$ cat config.mk
export PLATFORM = sky130hd
export DESIGN_NAME = uart_transmitter_flat
export DESIGN_NICKNAME = d
export VERILOG_FILES = /design/src/rtl/uart_transmitter_if.sv /design/src/rtl/uart_transmitter.sv /design/src/flat_wrapper.sv
export SDC_FILE = /design/constraint.sdc
export NUM_CORES = 1
export LEC_CHECK = 0
export BUFFER_PORTS_ARGS = -buffer_cell sky130_fd_sc_hd__buf_4
export CAP_MARGIN = 20
export CORE_AREA = 2 2 54 56
export DETAILED_ROUTE_END_ITERATION = 16
export DIE_AREA = 0 0 56 58
export PLACE_DENSITY = 0.8
export SLEW_MARGIN = 10
export SYNTH_ARGS = -nofsm -noshare
export SYNTH_HDL_FRONTEND = slang
export SYNTH_SLANG_ARGS = --single-unit
$ cat constraint.sdc
create_clock -name clk -period 3.65 [get_ports clk]
set_input_delay 0 -clock clk [delete_from_list [all_inputs] [get_ports clk]]
set_output_delay 0 -clock clk [all_outputs]
set_load 0.05 [all_outputs]
$ cat src/rtl/uart_transmitter_if.sv
// Byte handshake between a producer and the UART transmitter.
// Latency: none, signal bundle only.
// Backpressure: producer holds data_in_valid until it sees data_in_ready.
interface uart_transmitter_if;
  logic [7:0] data_in;
  logic       data_in_valid;
  logic       data_in_ready;

  // Producer side: offers bytes and watches ready.
  modport master (
    output data_in,
    output data_in_valid,
    input  data_in_ready
  );

  // Transmitter side: consumes bytes and drives ready.
  modport slave (
    input  data_in,
    input  data_in_valid,
    output data_in_ready
  );
endinterface

$ cat src/rtl/uart_transmitter.sv
// 8N1 UART transmitter, LSB first, idle-high line; optional even parity via UART_TX_PARITY_EN.
// Latency: start bit on the line the cycle after the accept edge; frame is 10*N (11*N with parity) cycles.
// Backpressure: data_in_ready is high only in IDLE; a held valid is taken on the first IDLE edge.
module uart_transmitter #(
  parameter int CLOCK_FREQ = 125_000_000,
  parameter int BAUD_RATE  = 115_200
) (
  input  logic                clk,
  input  logic                rst,
  uart_transmitter_if.slave   bus,
  output logic                serial_out
);

  localparam int SYMBOL_EDGE_TIME    = CLOCK_FREQ / BAUD_RATE;
  localparam int CLOCK_COUNTER_WIDTH = $clog2(SYMBOL_EDGE_TIME);
  localparam logic [CLOCK_COUNTER_WIDTH-1:0] LAST_CNT =
    CLOCK_COUNTER_WIDTH'(SYMBOL_EDGE_TIME - 1);

  typedef enum logic [2:0] {
    IDLE,
    START,
    DATA,
`ifdef UART_TX_PARITY_EN
    PARITY,
`endif
    STOP
  } state_t;

  state_t                         r_state;
  logic [CLOCK_COUNTER_WIDTH-1:0] r_clk_cnt;
  logic [2:0]                     r_bit_idx;
  logic [7:0]                     r_shift;
  logic                           r_serial;
  logic                           r_ready;
  logic                           w_bit_done;
  logic [2:0]                     w_next_idx;

  assign w_bit_done         = (r_clk_cnt == LAST_CNT);
  assign w_next_idx         = r_bit_idx + 3'd1;
  assign serial_out         = r_serial;
  assign bus.data_in_ready  = r_ready;

  // Frame sequencer: every output is a register, so the line never glitches.
  always_ff @(posedge clk) begin
    if (!rst) begin
      r_state   <= IDLE;
      r_clk_cnt <= '0;
      r_bit_idx <= '0;
      r_serial  <= 1'b1;
      r_ready   <= 1'b1;
    end else begin
      // Symbol timer runs in every busy state and wraps at each bit boundary.
      if (r_state == IDLE || w_bit_done) begin
        r_clk_cnt <= '0;
      end else begin
        r_clk_cnt <= r_clk_cnt + 1'b1;
      end

      case (r_state)
        IDLE: begin
          r_bit_idx <= '0;
          r_serial  <= 1'b1;
          r_ready   <= 1'b1;
          if (bus.data_in_valid && r_ready) begin
            r_shift  <= bus.data_in;
            r_serial <= 1'b0;
            r_ready  <= 1'b0;
            r_state  <= START;
          end
        end
        START: begin
          if (w_bit_done) begin
            r_serial  <= r_shift[0];
            r_bit_idx <= '0;
            r_state   <= DATA;
          end
        end
        DATA: begin
          if (w_bit_done) begin
            if (r_bit_idx == 3'd7) begin
`ifdef UART_TX_PARITY_EN
              r_serial <= ^r_shift;
              r_state  <= PARITY;
`else
              r_serial <= 1'b1;
              r_state  <= STOP;
`endif
            end else begin
              r_serial  <= r_shift[w_next_idx];
              r_bit_idx <= w_next_idx;
            end
          end
        end
`ifdef UART_TX_PARITY_EN
        PARITY: begin
          if (w_bit_done) begin
            r_serial <= 1'b1;
            r_state  <= STOP;
          end
        end
`endif
        STOP: begin
          if (w_bit_done) begin
            r_ready <= 1'b1;
            r_state <= IDLE;
          end
        end
        default: begin
          r_serial <= 1'b1;
          r_ready  <= 1'b1;
          r_state  <= IDLE;
        end
      endcase
    end
  end

endmodule

$ cat src/flat_wrapper.sv
// flat-port wrapper written by rule: the top's interface ports become plain ports
module uart_transmitter_flat 
#(
  parameter int CLOCK_FREQ = 125_000_000,
  parameter int BAUD_RATE  = 115_200
)
  (clk, rst, serial_out, bus_data_in, bus_data_in_valid, bus_data_in_ready);
  uart_transmitter_if bus_i ();
  input  logic clk;
  input  logic rst;
  output logic serial_out;
  input wire logic [$bits(bus_i.data_in)-1:0] bus_data_in;
  input wire logic [$bits(bus_i.data_in_valid)-1:0] bus_data_in_valid;
  output wire logic [$bits(bus_i.data_in_ready)-1:0] bus_data_in_ready;
  assign bus_i.data_in = bus_data_in;
  assign bus_i.data_in_valid = bus_data_in_valid;
  assign bus_data_in_ready = bus_i.data_in_ready;
  uart_transmitter #(.CLOCK_FREQ(CLOCK_FREQ), .BAUD_RATE(BAUD_RATE)) u_core (.clk(clk), .rst(rst), .bus(bus_i), .serial_out(serial_out));
endmodule
* Yosys cells after proc, flatten, opt, wreduce, memory -nomap -nowiden
Cells that the tools add are included.
Cells by class: equal/unequal tests 11, muxes and demuxes 18, magnitude comparators 1, bitwise gates (word level) 3, reduce and logical (&&, ||, !) cells 11, add/subtract/negate cells 2
Operator list (number):
- 3-bit two-way mux | 7
- 3-bit case mux with 4 select lines | 1
- 11-bit by 1-bit adder with 11-bit output, second input constant | 1
- 11-bit equality test, second input constant | 1
- 3-bit case mux with 3 select lines | 1
- 2-bit by 1-bit inequality test with 1-bit output, second input constant | 4
- 3-bit by 2-bit equality test with 1-bit output, second input constant | 2
- 1-bit two-way mux | 6
- 3-bit AND reduction | 2
- 5-bit AND reduction | 1
- 3-bit by 4-bit < comparator with 1-bit output, second input constant | 1
- 2-bit inequality test, second input constant | 2
- 1-bit case mux with 4 select lines | 1
- 4-bit AND reduction | 1
- 2-bit OR reduction | 2
- 3-bit by 1-bit adder with 3-bit output, second input constant | 1
- 1-bit binary-select mux with 3-bit select | 1
- 3-bit by 1-bit equality test with 1-bit output, second input constant | 1
- 3-bit equality test, second input constant | 1
- 3-bit logical NOT | 1
- 1-bit NOT | 3
- 1-bit case mux with 3 select lines | 1
- 3-bit nonzero test | 1
- 2-bit AND reduction | 1
- 2 further kinds | 2
Word-level totals: flip-flop bits (word level) 27, input port bits 11, word-level logic and storage cells 52, output and inout port bits 2

* Logic depth before layout (Yosys ltp)
depth in word-level cells 6, gate-level depth with buffers 7

* Worst setup path before layout
No wires, ideal clock.
path kind reg2reg, start register u_core.r_ready (netlist: u_core.bus.data_in_ready), end register u_core.r_serial (netlist: u_core.serial_out), setup slack 1.726 ns, data required time 3.516 ns, library setup time 0.134 ns, clock period less this slack 1.924 ns, arrival time 1.791 ns, cell stages (with the launch flop) 5, cell sequence dfxtp_1 a21boi_0 or4b_4 a2111oi_2 a211oi_1
On the way: longest elaborated chain between the ends 3
RTL lines:
- start: declaration | RTL line uart_transmitter.sv:34 | logic r_ready;
- start signal: assignment | RTL line uart_transmitter.sv:50 | r_ready <= 1'b1;
- start signal: assignment | RTL line uart_transmitter.sv:63 | r_ready <= 1'b1;
- start signal: assignment | RTL line uart_transmitter.sv:67 | r_ready <= 1'b0;
- 1-bit logical AND | RTL line uart_transmitter.sv:64 | if (bus.data_in_valid && r_ready) begin
- 1-bit two-way mux | RTL line uart_transmitter.sv:64
- 1-bit case mux with 4 select lines | RTL line uart_transmitter.sv:59 | case (r_state)
- end signal: assignment | RTL line uart_transmitter.sv:73 | r_serial <= r_shift[0];
- end signal: assignment | RTL line uart_transmitter.sv:89 | r_serial <= r_shift[w_next_idx];
- end: declaration | RTL line uart_transmitter.sv:33 | logic r_serial;
No other way between the ends. A chain may end at the register's enable or synchronous reset.

* Worst setup path in the final report
start register u_core.r_state[0], end register u_core.r_serial (netlist: u_core.serial_out)
On the way: longest elaborated chain between the ends 3, elaborated cells on any way between the ends 9, those cells by class eq/ne: 5; mux: 1; bitwise: 1; reduce/logical: 2
RTL lines:
- start: declaration | RTL line uart_transmitter.sv:29 | state_t r_state;
- start signal: assignment | RTL line uart_transmitter.sv:46 | r_state <= IDLE;
- start signal: assignment | RTL line uart_transmitter.sv:68 | r_state <= START;
- start signal: assignment | RTL line uart_transmitter.sv:75 | r_state <= DATA;
- 3-bit by 2-bit equality test with 1-bit output or 3-bit by 1-bit equality test with 1-bit output (tied branches) | RTL line uart_transmitter.sv:59
- 2-bit by 1-bit inequality test with 1-bit output (no source line) or 1-bit NOT (tied branches)
- 3-bit AND reduction (no source line)
Parallel ways exist; a longest one is shown, timed or not.

==> qor.yml <==
status:
  status: "finished clean"
power_and_ir_drop:
  ir_drop_v: 0.000400
  powerDensity_nw_per_um2: 492
  power.total_uw: 753
  p_leak_uw: 0.000595
synthesis:
  synth_top_area_frac: 0.277
  synth_commonest_cells: "18 x dfxtp_1, 13 x nor2_1, 9 x ha_1"
  yosysSeqAreaShare: 0.462
  syn_avg_cell_area_um2: 10.7
  synth_cell_types: 39
  synth_edf_count: 8
  synthArstFlopShare: 0
  syn_nets: 141
  yosys-top-cells-area: "dfxtp_1 28%, edfxtp_1 18%, ha_1 8.7%"
  syn_inst: 121
  synth_warnings: 0
  synth_seq_cells: 26
  netlist_area_um2: 1300
  yosys.area.top_type: "dfxtp_1"
  synthMostInstantiatedCell: "dfxtp_1"
  synth_top_flop_cell: "dfxtp_1"
timing:
  finalSetupViolCount: 0
  period_minus_slack_ns: 2.03
  finClkSkew_ns: 0.00930
  rsz0062_at_grt: "no"
  finalSetupTns_ns: 0
  fmaxAchievable_ghz: 0.493
  hold_slack_ns: 0.256
  finalHoldViolations: 0
  drv_slew: 0
  slew-limit-headroom: 0.705
  fin_crit_sh: 0.555
  worst_pin_slew_ns: 0.438
grt:
  grtUsageTotal: 0.158
  antenna_found_initial: 0
  grt_pass1_vias: 952
  grt_start_max_net_pins: 15
  grt_overflow: 0
  grt_pass1_wl_mm: 4.02
cells_and_area:
  fin_nets: 164
  syn_to_final_growth_pct: 17.9
  drive_gt1_frac: 0.140
  n_antenna_cell: 0
  utilization: 0.575
floorplanning:
  coreArea_um2: 2660
  start_util: 0.488
  ios: 13
  rows: 19
  fp.dieW_um: 56
  fp.dieArea_um2: 3250
  die_h_um: 58
cts:
  cts_sinks: 26
  clock_path_buffers: 2
  cts_tree: "built"
  cts-buffers-inserted: 3
  clkLatencyLatePin_ns: 0.32
  cts-root-buf: "clkbuf_4"
  path_clk_slew_ns: 0.14
  htreeDepth: 1
setup_path:
  path_class: "reg -> reg"
  crit_required_ns: 3.86
  cp_max_fo: 4
  cp.arrival_ns: 2.24
  worstSetupEndpointType: "register"
  cp-start-kind: "register"
routing:
  drt_iter0_drc: 16
  routedWlPerCell_um: 13.9
  vias_per_cell: 5.65
  dr.pass1.iters: 4
  drc: 0
  postRouteAntennaNets: 0
  vias: 983
  drt-total-wl_mm: 2.41
place:
  dp_hpwl_mm: 1.73
  place.gp.congestion: 0.776
  io_buffers: 12
job:
  maxCapViolations: 0
min_path:
  min_path_type: "in -> reg"
-- layout by cell type, fill, tap and decap left out, types with 3 or more instances in the layout --
| cell | netlist | final |
|---|---|---|
| dfxtp_1 | 18 | 18 |
| nor2_1 | 13 | 13 |
| buf_4 | 0 | 12 |
| ha_1 | 9 | 9 |
| dlygate4sd3_1 | 0 | 9 |
| edfxtp_1 | 8 | 8 |
| inv_1 | 7 | 7 |
| xor2_1 | 7 | 7 |
| nand3_1 | 6 | 6 |
| a21oi_1 | 4 | 4 |
| nand2_1 | 4 | 4 |
| and3_1 | 3 | 3 |
| nor4_1 | 3 | 3 |
| o31ai_1 | 3 | 3 |
| nand4_1 | 3 | 3 |
| clkbuf_4 | 0 | 3 |
-- worst max-delay path: stages, from the launching register on --
cell	delay [ns]
dfxtp_1	0.42
inv_1	0.11
ha_1	0.24
a21boi_0	0.18
or4b_4	0.53
a2111oi_2	0.35
a211oi_1	0.09
-- report_power, final --
group	switching [uW]	internal, uW	total [uW]
clock	83.0	40.1	123
combinational	156	111	267
sequential	25.2	338	363
-- sequential cells by signal (all words and copies together), names as in the netlist --
name / cells
u_core.r_clk_cnt: 11
u_core.r_shift: 8
u_core.r_bit_idx: 3
u_core.r_state: 2
u_core.bus.data_in_ready: 1
u_core.serial_out: 1
-- cell families after synthesis --
family,share of synthesized area
simple gates,0.198
flops,0.462
compound gates,0.106
buf+inv,0.0299
xor+xnor,0.0607
fa+ha+maj,0.0867
mux,0.0568
-- metal layers --
layer / vias to the layer above / track usage / part of all wire
met1: 458 / 0.192 / 0.47
met4: 0 / 0.0816 / 0.017
met3: 4 / 0.0290 / 0.035
li1: 500 / - / -
met5: - / 0 / 0
met2: 21 / 0.269 / 0.48
-- path summary, 6_finish.rpt --
kind                          to  cells past startpoint                 from  slack [ns]
max            u_core.serial_out                      6    u_core.r_state[0]        1.62
min            u_core.r_state[1]                      4    bus_data_in_valid        0.26
max reg2reg    u_core.serial_out                      6    u_core.r_state[0]        1.62
min reg2reg  u_core.r_clk_cnt[0]                      1  u_core.r_clk_cnt[0]        0.48
-- repair_timing --
item | in CTS | in global routing
setup endpoints to repair | 0 | 0
endpoints found under the hold margin | 12 | 0
buffers inserted | 0 | 0
hold buffers | 9 | 0
gates resized for setup | 0 | 0
-- through the flow --
stage | instances | instance area, um^2 | setup slack [ns]
after floorplan | 121 | 1300 | 1.73
after global placement | 161 | 1420 | 1.78
after detailed placement | 161 | 1420 | 1.67
after CTS | 174 | 1530 | 1.65
after global routing | 174 | 1530 | 1.50
final | 174 | 1530 | 1.62
-- cell type report --
type	count	area [um^2]
tap	31	38.8
sequential	26	601
timing repair buffer	21	180
clock buffer	3	22.5
inverter	7	26.3
multi-input combinational	85	659
clock inverter	1	3.75
fill	237	1130
(Power assumes the default switching activity.)
